==> config.mk <==
export PLATFORM = sky130hd
export DESIGN_NAME = imm_issue_ctrl_flat
export DESIGN_NICKNAME = d
export VERILOG_FILES = /design/src/rtl/imm_issue_ctrl_pkg.sv /design/src/rtl/imm_issue_ctrl_if.sv /design/src/rtl/imm_issue_ctrl_decode.sv /design/src/rtl/imm_issue_ctrl_extender.sv /design/src/rtl/imm_issue_ctrl.sv /design/src/flat_wrapper.sv
export SDC_FILE = /design/constraint.sdc
export NUM_CORES = 1
export LEC_CHECK = 0
export ABC_AREA = 1
export CORE_MARGIN = 5
export CORE_UTILIZATION = 46
export DETAILED_ROUTE_END_ITERATION = 8
export MAX_ROUTING_LAYER = met4
export PLACE_DENSITY = 0.76
export SLEW_MARGIN = 20
export SYNTH_ARGS = -nofsm -noshare
export SYNTH_HDL_FRONTEND = slang
export SYNTH_SLANG_ARGS = --single-unit
==> constraint.sdc <==
create_clock -name clk -period 1.6 [get_ports clk]
set_clock_uncertainty 0.1 [all_clocks]
set_input_delay 0.48 -clock clk [delete_from_list [all_inputs] [get_ports clk]]
set_output_delay 0.48 -clock clk [all_outputs]
set_load 0.05 [all_outputs]
==> src/rtl/imm_issue_ctrl_pkg.sv <==
// Shared definitions for the decode-stage immediate issue controller:
// opcode names, immediate length/extension codes, skid FSM states and
// the record held in each buffer slot.
package wisc_pkg;

  // Opcodes that carry an immediate field (instr[15:11]).
  localparam logic [4:0] J     = 5'b00100;
  localparam logic [4:0] JR    = 5'b00101;
  localparam logic [4:0] JAL   = 5'b00110;
  localparam logic [4:0] JALR  = 5'b00111;
  localparam logic [4:0] ADDI  = 5'b01000;
  localparam logic [4:0] SUBI  = 5'b01001;
  localparam logic [4:0] XORI  = 5'b01010;
  localparam logic [4:0] ANDNI = 5'b01011;
  localparam logic [4:0] BEQZ  = 5'b01100;
  localparam logic [4:0] BNEZ  = 5'b01101;
  localparam logic [4:0] BLTZ  = 5'b01110;
  localparam logic [4:0] BGEZ  = 5'b01111;
  localparam logic [4:0] ST    = 5'b10000;
  localparam logic [4:0] LD    = 5'b10001;
  localparam logic [4:0] SLBI  = 5'b10010;
  localparam logic [4:0] STU   = 5'b10011;
  localparam logic [4:0] ROLI  = 5'b10100;
  localparam logic [4:0] SLLI  = 5'b10101;
  localparam logic [4:0] RORI  = 5'b10110;
  localparam logic [4:0] SRLI  = 5'b10111;
  localparam logic [4:0] LBI   = 5'b11000;

  // Immediate field length selectors.
  localparam logic [1:0] LEN_5  = 2'b00;
  localparam logic [1:0] LEN_8  = 2'b01;
  localparam logic [1:0] LEN_11 = 2'b10;

  // Extension type.
  localparam logic EXT_SIGN = 1'b1;
  localparam logic EXT_ZERO = 1'b0;

  // Skid buffer occupancy.
  typedef enum logic [1:0] {
    ST_EMPTY = 2'b00,
    ST_ONE   = 2'b01,
    ST_TWO   = 2'b10
  } state_t;

  // One buffered instruction with its already-extended immediate.
  typedef struct packed {
    logic [15:0] instr;
    logic [15:0] pc;
    logic [15:0] imm;
    logic        used;
  } slot_t;

endpackage

==> src/rtl/imm_issue_ctrl_if.sv <==
// Fetch-side and register-read-side handshake bundle of the issue controller.
//
// Both channels use strict valid/ready: a word transfers on a rising edge
// where valid and ready are both 1; once valid is raised the sender keeps it
// and its payload stable until the transfer happens, and valid never depends
// combinationally on ready.
interface imm_issue_ctrl_if;
  logic        in_valid;
  logic        in_ready;
  logic [15:0] in_instr;
  logic [15:0] in_pc;
  logic        out_valid;
  logic        out_ready;
  logic [15:0] out_instr;
  logic [15:0] out_pc;
  logic [15:0] out_imm;
  logic        out_imm_used;

  // Environment side: feeds fetch words and consumes issued words.
  modport master (
    output in_valid, in_instr, in_pc, out_ready,
    input  in_ready, out_valid, out_instr, out_pc, out_imm, out_imm_used
  );

  // Controller side.
  modport slave (
    input  in_valid, in_instr, in_pc, out_ready,
    output in_ready, out_valid, out_instr, out_pc, out_imm, out_imm_used
  );
endinterface

==> src/rtl/imm_issue_ctrl_decode.sv <==
// Opcode to immediate-control decode: whether an immediate is present,
// how it is extended and which field width it uses.
module imm_decode
  import wisc_pkg::*;
(
  input  logic [4:0] opcode,
  output logic       used,
  output logic       ext_type,
  output logic [1:0] length
);

  // Pure table lookup; unlisted opcodes carry no immediate.
  always_comb begin
    used     = 1'b0;
    ext_type = EXT_ZERO;
    length   = LEN_5;
    case (opcode)
      ADDI, SUBI, ST, LD, STU: begin
        used = 1'b1; ext_type = EXT_SIGN; length = LEN_5;
      end
      XORI, ANDNI, ROLI, SLLI, RORI, SRLI: begin
        used = 1'b1; ext_type = EXT_ZERO; length = LEN_5;
      end
      BEQZ, BNEZ, BLTZ, BGEZ, LBI, JR, JALR: begin
        used = 1'b1; ext_type = EXT_SIGN; length = LEN_8;
      end
      SLBI: begin
        used = 1'b1; ext_type = EXT_ZERO; length = LEN_8;
      end
      J, JAL: begin
        used = 1'b1; ext_type = EXT_SIGN; length = LEN_11;
      end
      default: begin
        used     = 1'b0;
        ext_type = EXT_ZERO;
        length   = LEN_5;
      end
    endcase
  end

endmodule

==> src/rtl/imm_issue_ctrl_extender.sv <==
// Immediate extender: widens the low 5, 8 or 11 instruction bits to 16 bits
// with sign or zero fill. Output is forced to 0 when no immediate is used.
module extender
  import wisc_pkg::*;
(
  input  logic [10:0] field,
  input  logic        used,
  input  logic        ext_type,
  input  logic [1:0]  length,
  output logic [15:0] imm
);

  logic fill;

  // Select field width and fill bit; unused immediates read as zero.
  always_comb begin
    imm  = 16'h0000;
    fill = 1'b0;
    if (used) begin
      case (length)
        LEN_5: begin
          fill = (ext_type == EXT_SIGN) ? field[4] : 1'b0;
          imm  = {{11{fill}}, field[4:0]};
        end
        LEN_8: begin
          fill = (ext_type == EXT_SIGN) ? field[7] : 1'b0;
          imm  = {{8{fill}}, field[7:0]};
        end
        LEN_11: begin
          fill = (ext_type == EXT_SIGN) ? field[10] : 1'b0;
          imm  = {{5{fill}}, field[10:0]};
        end
        default: begin
          fill = 1'b0;
          imm  = 16'h0000;
        end
      endcase
    end
  end

endmodule

==> src/rtl/imm_issue_ctrl.sv <==
// Decode-stage issue controller. Extends the immediate of each fetched word
// on the way in, then holds it in a two-entry skid buffer (main + skid) so
// that in_ready is a pure register output. Counts issued immediates.
module imm_issue_ctrl
  import wisc_pkg::*;
#(
  parameter int CNT_W = 16
) (
  input  logic             clk,
  input  logic             rst_n,
  input  logic             flush,
  imm_issue_ctrl_if.slave  bus,
  output logic [CNT_W-1:0] imm_cnt,
  output state_t           dbg_state
);

  logic        dec_used;
  logic        dec_ext;
  logic [1:0]  dec_len;
  logic [15:0] in_imm;
  slot_t       in_slot;
  slot_t       main_q;
  slot_t       skid_q;
  state_t      state_q;
  state_t      state_d;
  logic        in_ready_q;
  logic        acc;
  logic        dq;
  logic        ld_main_in;
  logic        ld_main_skid;
  logic        ld_skid_in;

  imm_decode u_decode (
    .opcode   (bus.in_instr[15:11]),
    .used     (dec_used),
    .ext_type (dec_ext),
    .length   (dec_len)
  );

  extender u_extender (
    .field    (bus.in_instr[10:0]),
    .used     (dec_used),
    .ext_type (dec_ext),
    .length   (dec_len),
    .imm      (in_imm)
  );

  assign in_slot = {bus.in_instr, bus.in_pc, in_imm, dec_used};

  assign acc = bus.in_valid & in_ready_q;
  assign dq  = bus.out_valid & bus.out_ready;

  // Next-state and slot-load decode; flush overrides every other event.
  always_comb begin
    state_d      = state_q;
    ld_main_in   = 1'b0;
    ld_main_skid = 1'b0;
    ld_skid_in   = 1'b0;
    if (flush) begin
      state_d = ST_EMPTY;
    end else begin
      case (state_q)
        ST_EMPTY: begin
          if (acc) begin
            state_d    = ST_ONE;
            ld_main_in = 1'b1;
          end
        end
        ST_ONE: begin
          if (acc && !dq) begin
            state_d    = ST_TWO;
            ld_skid_in = 1'b1;
          end else if (!acc && dq) begin
            state_d = ST_EMPTY;
          end else if (acc && dq) begin
            ld_main_in = 1'b1;
          end
        end
        ST_TWO: begin
          // in_ready is low here, so only a dequeue can happen.
          if (dq) begin
            state_d      = ST_ONE;
            ld_main_skid = 1'b1;
          end
        end
        default: begin
          state_d = ST_EMPTY;
        end
      endcase
    end
  end

  // State register; in_ready is precomputed from the next state so fetch
  // never sees a combinational path through out_ready.
  always_ff @(posedge clk or negedge rst_n) begin
    if (!rst_n) begin
      state_q    <= ST_EMPTY;
      in_ready_q <= 1'b1;
    end else begin
      state_q    <= state_d;
      in_ready_q <= (state_d != ST_TWO);
    end
  end

  // Main and skid data registers.
  always_ff @(posedge clk or negedge rst_n) begin
    if (!rst_n) begin
      main_q <= '0;
      skid_q <= '0;
    end else begin
      if (ld_main_in) begin
        main_q <= in_slot;
      end else if (ld_main_skid) begin
        main_q <= skid_q;
      end
      if (ld_skid_in) begin
        skid_q <= in_slot;
      end
    end
  end

  // Saturating count of issued immediates; flush clears it even when a
  // dequeue happens in the same cycle.
  always_ff @(posedge clk or negedge rst_n) begin
    if (!rst_n) begin
      imm_cnt <= '0;
    end else if (flush) begin
      imm_cnt <= '0;
    end else if (dq && main_q.used && (imm_cnt != {CNT_W{1'b1}})) begin
      imm_cnt <= imm_cnt + {{(CNT_W-1){1'b0}}, 1'b1};
    end
  end

  assign bus.in_ready     = in_ready_q;
  assign bus.out_valid    = (state_q != ST_EMPTY);
  assign bus.out_instr    = main_q.instr;
  assign bus.out_pc       = main_q.pc;
  assign bus.out_imm      = main_q.imm;
  assign bus.out_imm_used = main_q.used;
  assign dbg_state        = state_q;

endmodule

==> src/flat_wrapper.sv <==
// flat-port wrapper written by rule: the top's interface ports become plain ports
module imm_issue_ctrl_flat import wisc_pkg::*;
#(
  parameter int CNT_W = 16
)
  (clk, rst_n, flush, imm_cnt, dbg_state, bus_in_valid, bus_in_instr, bus_in_pc, bus_out_ready, bus_in_ready, bus_out_valid, bus_out_instr, bus_out_pc, bus_out_imm, bus_out_imm_used);
  imm_issue_ctrl_if bus_i ();
  input  logic clk;
  input  logic rst_n;
  input  logic flush;
  output logic [CNT_W-1:0] imm_cnt;
  output state_t dbg_state;
  input wire logic [$bits(bus_i.in_valid)-1:0] bus_in_valid;
  input wire logic [$bits(bus_i.in_instr)-1:0] bus_in_instr;
  input wire logic [$bits(bus_i.in_pc)-1:0] bus_in_pc;
  input wire logic [$bits(bus_i.out_ready)-1:0] bus_out_ready;
  output wire logic [$bits(bus_i.in_ready)-1:0] bus_in_ready;
  output wire logic [$bits(bus_i.out_valid)-1:0] bus_out_valid;
  output wire logic [$bits(bus_i.out_instr)-1:0] bus_out_instr;
  output wire logic [$bits(bus_i.out_pc)-1:0] bus_out_pc;
  output wire logic [$bits(bus_i.out_imm)-1:0] bus_out_imm;
  output wire logic [$bits(bus_i.out_imm_used)-1:0] bus_out_imm_used;
  assign bus_i.in_valid = bus_in_valid;
  assign bus_i.in_instr = bus_in_instr;
  assign bus_i.in_pc = bus_in_pc;
  assign bus_i.out_ready = bus_out_ready;
  assign bus_in_ready = bus_i.in_ready;
  assign bus_out_valid = bus_i.out_valid;
  assign bus_out_instr = bus_i.out_instr;
  assign bus_out_pc = bus_i.out_pc;
  assign bus_out_imm = bus_i.out_imm;
  assign bus_out_imm_used = bus_i.out_imm_used;
  imm_issue_ctrl #(.CNT_W(CNT_W)) u_core (.clk(clk), .rst_n(rst_n), .flush(flush), .bus(bus_i), .imm_cnt(imm_cnt), .dbg_state(dbg_state));
endmodule
==> reports/metrics.cfg <==
[clock_tree]
htreeDepth=3
numCtsBuffers=9
cts_tree=yes
insertion_delay_ns=0.39
cts_root_buf=clkbuf_8
clockBufferDepth=2
clk_pin_slew_worst_paths_ns=0.12
clock-sinks=109

[yosys]
netlist.area_leader.share_pct=52.8
netlist_top_cells_area=dfrtp_1 (53%), nand2_1 (12%), nand3_1 (6.0%)
synth_edf_count=0
yosysTopAreaCell=dfrtp_1
ys_seq_area_share_pct=53.3
syn_area_sq_um=5120
yosys_warnings=0
async_flop_share_pct=100
ys_ff_latch=109
ys_types=31
synthFlopType=dfrtp_1
syn-instance-count=608
avgSynthCellArea_sq_um=8.43
synth_nets=646

[drt]
wl_per_cell_um=27.6
dr.pass1.iters=7
drc=0
vias_per_cell=6.66
drt_iter0_drc=829
wl_mm=27.2
via_count=6578
postRouteAntennaNets=0

[die]
dieArea_sq_um=13300
start_util_pct=47.0
die_x_um=116
row_count=38
io_pins=106
coreArea_sq_um=10900
fp.dieH_um=116

[power]
power_frac_clock_pct=19.6
swShare_pct=40.3
pwr-share-comb_pct=41.6
irDropWorstVdd_mv=0.871
pwr-share-seq_pct=38.8
cellInternalPower_mw=5.88
p_sw_mw=3.97
power_leakage_nw=4.71
p_per_area_nw_per_um2=1000

[layout]
layout.nets=881
syn_to_final_growth_pct=91.9
final_cell_mix=buf_4 (95), buf_12 (89), nand2_1 (75), dfrtp_1 (75), inv_1 (62)
multi_input_area_sq_um=3030
layout_commonest_cell=buf_4
stdcell_count=988
fin_util_pct=90.3
antenna_cells=0
drive_gt1_share_pct=57.1
layout.area.seq_sq_um=2770
nFillCells=316

[sta]
setup_tns_ns=-25.43
slew_viol_final=0
hold_viol=0
whs_ns=0.419
setup_violations=140
post-route-min-period_ns=1.98
fin_crit_sh_pct=124
max_freq_mhz=506
worst-slew-pin-transition_ns=0.409
grt_setup_unrepaired=yes
setup_ws_ns=-0.377
relSlewSlack_pct=72.4

[global_route]
grt-ovfl-total=0
track_usage_pct=32.6
grt_max_degree=34
antenna_found_initial=0
grt_pass1_vias=6129
grt_pass1_wl_mm=32.7

[setup_path]
r2r-end=u_core.skid_q[44]
crit_path_end_kind=register
r2r_start=u_core.bus.in_ready
reg2reg_slack_ns=-0.37
worstRegToRegCells=7
cp_data_required_time_ns=1.84
crit_fanout=4
startpoint_type=input port
worstPathArrival_ns=2.22
worstSetupPathType=input port to register

[placement]
dp_slack_ns=-0.691
dp_hpwl_mm=10.7
port-buffer-count=105
placedCellCount=886
place_congestion=0.871

[hold_path]
hold_class=input port to asynchronous set/reset pin

[status]
violations=setup timing
status=finished, violations left

[run]
cap_violations=0

[metrics by stage]
step	cell area, sq um	power (mW)
4_1_cts	8930	8.79
3_5_place_dp	7630	6.67
2_1_floorplan	5350	5.10
5_1_grt	9830	10.1
6_report	9830	9.85
3_3_place_gp	7630	6.57
[worst max-delay path, cell delays in order]
cell           delay (ns)
dlygate4sd2_1        0.31
inv_1                0.12
nor2_4               0.16
nand2_1              0.18
nand2_2              0.13
nand2_1              0.16
nand2_1              0.13
nand3_2              0.11
nand3_1              0.25
nand2_2              0.11
nand2_2              0.08
[flip-flops by register name, indices dropped and copies added (netlist names)]
name / cells
u_core.bus.out_imm: 12
u_core.bus.out_imm_used: 1
u_core.bus.in_ready: 1
u_core.dbg_state: 2
u_core.bus.out_pc: 16
u_core.imm_cnt: 16
u_core.bus.out_instr: 16
u_core.skid_q: 45
[synth_stat cells, drive strengths merged, types with 3 or more instances]
| cell type | count |
|---|---|
| o211ai | 24 |
| o221ai | 9 |
| a21oi | 11 |
| nand2 | 167 |
| or2 | 4 |
| o21ai | 52 |
| a31oi | 3 |
| nand3 | 62 |
| nand3b | 4 |
| nand4 | 19 |
| xor2 | 4 |
| buf | 21 |
| nor2 | 29 |
| inv | 68 |
| nor3 | 3 |
| dfrtp | 108 |
| clkbuf | 14 |
[power by group through the flow]
| stage | sequential [mW] | combinational, mW | clock, mW |
|---|---|---|---|
| after global placement | 3.72 | 2.86 | 0 |
| after detailed placement | 3.73 | 2.93 | 0 |
| after floorplan | 4.29 | 0.811 | 0 |
| final | 3.82 | 4.09 | 1.93 |
| after global routing | 3.84 | 4.21 | 2.00 |
| after CTS | 3.69 | 3.28 | 1.82 |
[cell type report]
| type | count | share of cell area (%) |
|---|---|---|
| sequential | 109 | 28.2 |
| multi-input combinational | 397 | 30.8 |
| timing repair buffer | 258 | 34.3 |
| inverter | 68 | 2.83 |
| clock buffer | 9 | 1.26 |
| clock inverter | 7 | 0.891 |
| tap | 140 | 1.78 |
[cells by family (layout without fill, tap and decap cells)]
group,count (synthesis),after routing,synth area share (%)
compound gates,101,101,12.2
simple gates,290,291,25.0
fa+ha+maj,1,1,0.244
xor+xnor,4,4,0.684
buf+inv,103,342,8.57
flops,109,109,53.3
[worst max-delay path by stage]
stage | start | to | depth (start not counted) | slack, ns
after global placement | bus_in_instr[14] | u_core.bus.out_imm[14] | 10 | -0.55
after global routing | bus_in_instr[14] | u_core.bus.out_imm[8] | 11 | -0.41
after CTS | u_core.dbg_state[0] | bus_out_valid | 2 | -0.22
after floorplan | u_core.bus.in_ready | u_core.skid_q[30] | 7 | -0.13
final | bus_in_instr[14] | u_core.bus.out_imm[9] | 11 | -0.38
after detailed placement | bus_in_instr[14] | u_core.bus.out_imm[14] | 10 | -0.69
[layer usage]
| metal | up-vias | part of all wire (%) | global-route usage, % | routed length (um) |
|---|---|---|---|---|
| met4 | 0 | 9.1 | 18.3 | 2470 |
| met3 | 273 | 11 | 7.73 | 2920 |
| met2 | 694 | 47 | 53.4 | 12900 |
| met1 | 3118 | 33 | 36.6 | 8980 |
| li1 | 2493 | - | - | - |
| met5 | - | 0 | - | 0 |
[timing repair]
item	4_1_cts	5_1_grt
endpoints found under the hold margin	18	0
pin swaps	31	41
endpoints found under the setup margin	123	164
cloned	13	2
setup buffers	33	56
gates resized for setup	157	214
hold buffers	1	0
No activity file was read; power rests on OpenSTA's default activity.
